[config.mk]
export PLATFORM = sky130hd
export DESIGN_NAME = ysyx_24080014_lsu
export DESIGN_NICKNAME = d
export VERILOG_FILES = /design/src/rtl/ysyx_24080014_lsu.sv
export SDC_FILE = /design/constraint.sdc
export NUM_CORES = 1
export LEC_CHECK = 0
export ABC_AREA = 0
export CAP_MARGIN = 20
export CORE_MARGIN = 1.5
export CORE_UTILIZATION = 44
export DETAILED_ROUTE_END_ITERATION = 10
export HOLD_SLACK_MARGIN = 0.12
export MAX_ROUTING_LAYER = met4
export PLACE_DENSITY = 0.82
export SLEW_MARGIN = 20
export SYNTH_ARGS = -nofsm -noshare
export SYNTH_HDL_FRONTEND = slang
export SYNTH_SLANG_ARGS = --single-unit
[constraint.sdc]
create_clock -name clk -period 2.7 [get_ports clk]
set_clock_uncertainty 0.05 [all_clocks]
set_input_delay 0.54 -clock clk [delete_from_list [all_inputs] [get_ports clk]]
set_output_delay 0.54 -clock clk [all_outputs]
set_load 0.005 [all_outputs]
[src/rtl/ysyx_24080014_lsu.sv]
// rtl/ysyx_24080014_lsu.sv - load/store unit issuing one AXI-Lite-style read or write per memory op
module ysyx_24080014_lsu #(
    parameter int ADDR_W      = 32,
    parameter int DATA_W      = 32,
    parameter int TIMEOUT_CYC = 1023
) (
    input  logic              clk,
    input  logic              rst_n,
    input  logic              ex_valid,
    input  logic              mem_rd,
    input  logic              mem_wr,
    input  logic [2:0]        funct3,
    input  logic [ADDR_W-1:0] addr,
    input  logic [DATA_W-1:0] st_data,
    output logic              load,
    output logic              mem_ready,
    output logic [DATA_W-1:0] rd_data,
    output logic              err,
    output logic              arvalid,
    input  logic              arready,
    output logic [ADDR_W-1:0] araddr,
    input  logic              rvalid,
    output logic              rready,
    input  logic [DATA_W-1:0] rdata,
    input  logic [1:0]        rresp,
    output logic              awvalid,
    input  logic              awready,
    output logic [ADDR_W-1:0] awaddr,
    output logic              wvalid,
    input  logic              wready,
    output logic [DATA_W-1:0] wdata,
    output logic [3:0]        wstrb,
    input  logic              bvalid,
    output logic              bready,
    input  logic [1:0]        bresp
);
    localparam int TW = $clog2(TIMEOUT_CYC + 1);
    localparam logic [TW-1:0] T_LAST = TW'(TIMEOUT_CYC - 1);

    typedef enum logic [2:0] {S_IDLE, S_AR, S_R, S_AW_W, S_B, S_DONE} state_t;

    state_t            state, state_nxt;
    logic [ADDR_W-1:0] op_addr;
    logic [2:0]        op_f3;
    logic [DATA_W-1:0] op_data;
    logic              op_err;
    logic              aw_done, w_done;
    logic [TW-1:0]     tcnt;
    logic              accept, legal, f3_ok, aligned, timeout, tmo_abort;
    logic [7:0]        ld_byte;
    logic [15:0]       ld_half;
    logic [DATA_W-1:0] ld_ext;

    assign accept = (state == S_IDLE) && ex_valid && (mem_rd || mem_wr);
    assign f3_ok  = mem_rd ? (funct3 inside {3'b000, 3'b001, 3'b010, 3'b100, 3'b101})
                           : (funct3 inside {3'b000, 3'b001, 3'b010});
    assign aligned = (funct3[1:0] == 2'b01) ? !addr[0] :
                     (funct3[1:0] == 2'b10) ? (addr[1:0] == 2'b00) : 1'b1;
    assign legal   = !(mem_rd && mem_wr) && f3_ok && aligned;
    assign timeout = (tcnt == T_LAST);

    always_comb begin
        state_nxt = state;
        tmo_abort = 1'b0;
        case (state)
            S_IDLE: if (accept) state_nxt = !legal ? S_DONE : (mem_rd ? S_AR : S_AW_W);
            S_AR:   if (arready) state_nxt = S_R;
                    else if (timeout) begin state_nxt = S_DONE; tmo_abort = 1'b1; end
            S_R:    if (rvalid) state_nxt = S_DONE;
                    else if (timeout) begin state_nxt = S_DONE; tmo_abort = 1'b1; end
            S_AW_W: if ((aw_done || awready) && (w_done || wready)) state_nxt = S_B;
                    else if (timeout) begin state_nxt = S_DONE; tmo_abort = 1'b1; end
            S_B:    if (bvalid) state_nxt = S_DONE;
                    else if (timeout) begin state_nxt = S_DONE; tmo_abort = 1'b1; end
            S_DONE: state_nxt = S_IDLE;
            default: state_nxt = S_IDLE;
        endcase
    end

    // Byte/halfword lane selection for loads, taken from the registered address
    always_comb begin
        ld_byte = rdata[op_addr[1:0]*8 +: 8];
        ld_half = op_addr[1] ? rdata[31:16] : rdata[15:0];
        case (op_f3)
            3'b000:  ld_ext = {{24{ld_byte[7]}}, ld_byte};
            3'b001:  ld_ext = {{16{ld_half[15]}}, ld_half};
            3'b010:  ld_ext = rdata;
            3'b100:  ld_ext = {24'b0, ld_byte};
            3'b101:  ld_ext = {16'b0, ld_half};
            default: ld_ext = '0;
        endcase
    end

    always_comb begin
        case (op_f3[1:0])
            2'b00: begin
                wdata = {4{op_data[7:0]}};
                wstrb = 4'b0001 << op_addr[1:0];
            end
            2'b01: begin
                wdata = {2{op_data[15:0]}};
                wstrb = 4'b0011 << op_addr[1:0];
            end
            default: begin
                wdata = op_data;
                wstrb = 4'b1111;
            end
        endcase
    end

    always_ff @(posedge clk or negedge rst_n) begin
        if (!rst_n) begin
            state   <= S_IDLE;
            op_addr <= '0;
            op_f3   <= '0;
            op_data <= '0;
            op_err  <= 1'b0;
            aw_done <= 1'b0;
            w_done  <= 1'b0;
            tcnt    <= '0;
            rd_data <= '0;
        end else begin
            state <= state_nxt;
            tcnt  <= (state_nxt != state || state == S_IDLE || state == S_DONE) ? '0 : tcnt + 1'b1;
            if (accept) begin
                op_addr <= addr;
                op_f3   <= funct3;
                op_data <= st_data;
                op_err  <= !legal;
                rd_data <= '0;
                aw_done <= 1'b0;
                w_done  <= 1'b0;
            end
            if (state == S_AW_W) begin
                if (awvalid && awready) aw_done <= 1'b1;
                if (wvalid && wready)   w_done  <= 1'b1;
            end
            if (state == S_R && rvalid) begin
                rd_data <= (rresp != 2'b00) ? '0 : ld_ext;
                if (rresp != 2'b00) op_err <= 1'b1;
            end
            if (state == S_B && bvalid && bresp != 2'b00) op_err <= 1'b1;
            if (tmo_abort) op_err <= 1'b1;
        end
    end

    assign arvalid   = (state == S_AR);
    assign rready    = (state == S_R);
    assign awvalid   = (state == S_AW_W) && !aw_done;
    assign wvalid    = (state == S_AW_W) && !w_done;
    assign bready    = (state == S_B);
    assign araddr    = {op_addr[ADDR_W-1:2], 2'b00};
    assign awaddr    = {op_addr[ADDR_W-1:2], 2'b00};
    assign mem_ready = (state == S_DONE);
    assign err       = mem_ready && op_err;
    assign load      = accept || (state != S_IDLE);
endmodule

==> flow_metrics.tcl, run 1 <==
set metrics [dict create \
    status "finished, final reports clean" \
    die_x_um 120.6 \
    ioPinCount 253 \
    worstPathRequired_ps 2110 \
    finalCritPeriodShare_pct 96.16 \
    slew_viol_final 0 \
    synth-seq-area-share_pct 47.28 \
    drt_pass1_iterations 5 \
    area_growth_syn_to_layout_pct 44.54 \
    synth_edf_count 0 \
    postSynthCellCount 700 \
    cts_root_buf "clkbuf_16" \
    grt_overflow 0 \
    start_kind "flop" \
    grtUsageMet1_pct 29.91 \
    use_met2_pct 40.73 \
    cpPeakStageDelay_ps 520 \
    grt_use_total_pct 25.36 \
    synth.most_common_cell "nand2_1" \
    drc 0 \
    yosys-top-cells-area "dfrtp_1 (47%), nand2_1 (15%), buf_4 (8.9%)" \
    peakVddDrop_mv 0.8126 \
    layout-drive-gt1-share_pct 7.883 \
    setup_viol 0 \
    async_flop_share_pct 100.0 \
    grt_max_degree 116 \
    diodes 0 \
    fin_nets 992 \
    synth_top_area_cell "dfrtp_1" \
    grtUsageMet3_pct 7.500 \
    fin_hold_ws_ps 145.7 \
    grt_pass1_vias 5414 \
    rows 42 \
    worstPathArrival_ps 2010 \
    cp_max_fo 8 \
    drtIter0Drc 522 \
    dieArea_um2 14550 \
    worstPathCellList "nor2b_1 > and2_1 > clkdlybuf4s50_1" \
    tns_ps 0 \
    cp_slowest_cell "dfrtp_1" \
    avgSynthCellArea_um2 8.696 \
    drtAntennaViolNets 0 \
    grt-busiest-layer "met2" \
    max_cap_violations 0 \
    critPathCaptureType "primary output" \
    crit_type "flop to primary output" \
    max_slew_margin_pct 51.75 \
    htreeDepth 4 \
    routedWlPerCell_um 16.69 \
    wl_um 17760 \
    grt_pass1_wl_um 27700 \
    num_vias 5421 \
    start_util_pct 45.60 \
    yosysWarnings 0 \
    rsz0062_at_grt "no" \
    cts_sinks 115 \
    io_buffers 248 \
    final_hold_viol_count 0 \
    antenna_found_initial 0 \
    fmax_mhz 385.1 \
    netlist_area_um2 6087 \
    min_path_type "primary input to async pin" \
    powerDensity_nw_per_um2 1088 \
    synth_ff_type "dfrtp_1" \
    vias_per_cell 5.095 \
    numCtsBuffers 17 \
    synth_common_cells "nand2_1 (247), dfrtp_1 (115), buf_4 (72)" \
    setup.worst_path.start "state[0]" \
    yosysTopAreaCellShare_pct 47.28 \
    gp_congestion 0.9421 \
    power.leakage_uw 0.003956 \
    synth.distinct_cells 52 \
    dpl.hpwl_um 12550 \
    clk_latency_ps 410 \
    rr_startpoint "state[0]" \
    clk_pin_slew_worst_paths_ps 50 \
    max_slew.worst_pin.slew_ps 722.3 \
    synth_seq_cells 115 \
    clockBufferDepth 2 \
    fin_crit_ps 2596 \
    die_h_um 120.6 \
    design.core.area_um2 13350 \
    tritoncts "yes" \
]
## per-layer routing
layer	vias to the layer above	part of all wire [%]
li1	2601	-
met3	38	8.7
met1	2528	40
met5	-	0
met2	254	49
met4	0	2.4
## worst max-delay path, delay by kind of cell, from the launching register on
family	cells	cell delay [ps]
AND/OR/NAND/NOR	2	560
flip-flops	1	520
buffers and inverters	1	510
## stage by stage
stage / utilization, % / cell area [µm²] / instances / worst slack (ps) / total power, µW
after floorplan: - / 6098 / 703 / 724.3 / 5509
after global placement: 61.77 / 8245 / 1033 / 145.2 / 7403
after detailed placement: 61.77 / 8245 / 1033 / 69.49 / 7493
after CTS: 65.79 / 8782 / 1063 / 30.53 / 9599
after global routing: 65.92 / 8798 / 1064 / 16.38 / 10190
final: 65.92 / 8798 / 1064 / 103.6 / 9569
## layout make-up
| cell class | instances | area, µm² |
|---|---|---|
| fill | 1133 | 4549 |
| sequential | 115 | 2879 |
| timing repair buffer | 263 | 2638 |
| multi-input combinational | 474 | 2502 |
| clock buffer | 24 | 481.7 |
| tap | 176 | 220.2 |
| clock inverter | 6 | 55.05 |
| inverter | 6 | 22.52 |
## cell usage in the layout (no fill, tap or decap), types with 5 or more instances in the layout
| cell type | n |
|---|---|
| inv_1 | 6 |
| clkbuf_16 | 17 |
| nor3_1 | 13 |
| o21ai_1 | 13 |
| dfrtp_1 | 114 |
| nand2_1 | 247 |
| a221oi_1 | 15 |
| nor2_1 | 22 |
| mux2_2 | 16 |
| xor2_1 | 5 |
| clkinv_2 | 5 |
| nand4_1 | 5 |
| mux2i_1 | 16 |
| nand3_1 | 5 |
| clkdlybuf4s50_1 | 247 |
| buf_4 | 11 |
| a21oi_1 | 22 |
| o21ai_0 | 39 |
## logic make-up after synthesis
logic type                 share of synthesized area (%)
adders and majority gates                         0.4110
DFF                                                47.28
and+or+nand+nor                                    22.47
buffers and inverters                              11.98
other                                            0.06161
xor gates and xnor gates                           1.151
AOI/OAI and AO/OA                                  10.69
muxes                                              5.961
## flip-flops by register name, indices dropped and copies added, names as in the netlist
signal and count:
op_f3 3, w_done 1, state 3, op_addr 32, op_err 1, rd_data 32, aw_done 1, tcnt 10
op_data 32
## repair_timing
item	in CTS	in global routing
setup endpoints to repair	0	15
hold endpoints to repair	0	0
hold buffers	0	0
setup buffers	0	1
gates resized for setup	0	3
## path summary, 6_finish.rpt
kind,slack (ps),depth (start not counted),to
min in group clk,420,2,op_data[22]
min reg2reg,420,2,op_data[22]
min,150,2,rd_data[5]
max in group asynchronous,1950,2,op_f3[1]
max,100,3,arvalid
max reg2reg,470,6,tcnt[9]
## report_power, final
group / total (µW) / switching, µW / internal, µW
Clock: 2060 / 741 / 1320
Sequential: 2850 / 551 / 2300
Combinational: 4660 / 2080 / 2580
Total: 9570 / 3370 / 6200
(Power assumes the default switching activity.)
==> run 2: changes to the inputs <==
--- a/config.mk
+++ b/config.mk
@@ -9,6 +9,7 @@
 export CAP_MARGIN = 20
 export CORE_MARGIN = 1.5
 export CORE_UTILIZATION = 44
+export CTS_CLUSTER_DIAMETER = 150
 export DETAILED_ROUTE_END_ITERATION = 10
 export HOLD_SLACK_MARGIN = 0.12
 export MAX_ROUTING_LAYER = met4
==> results of run 2 <==
Final layout, timing and power as in run 1 (identical DEF).
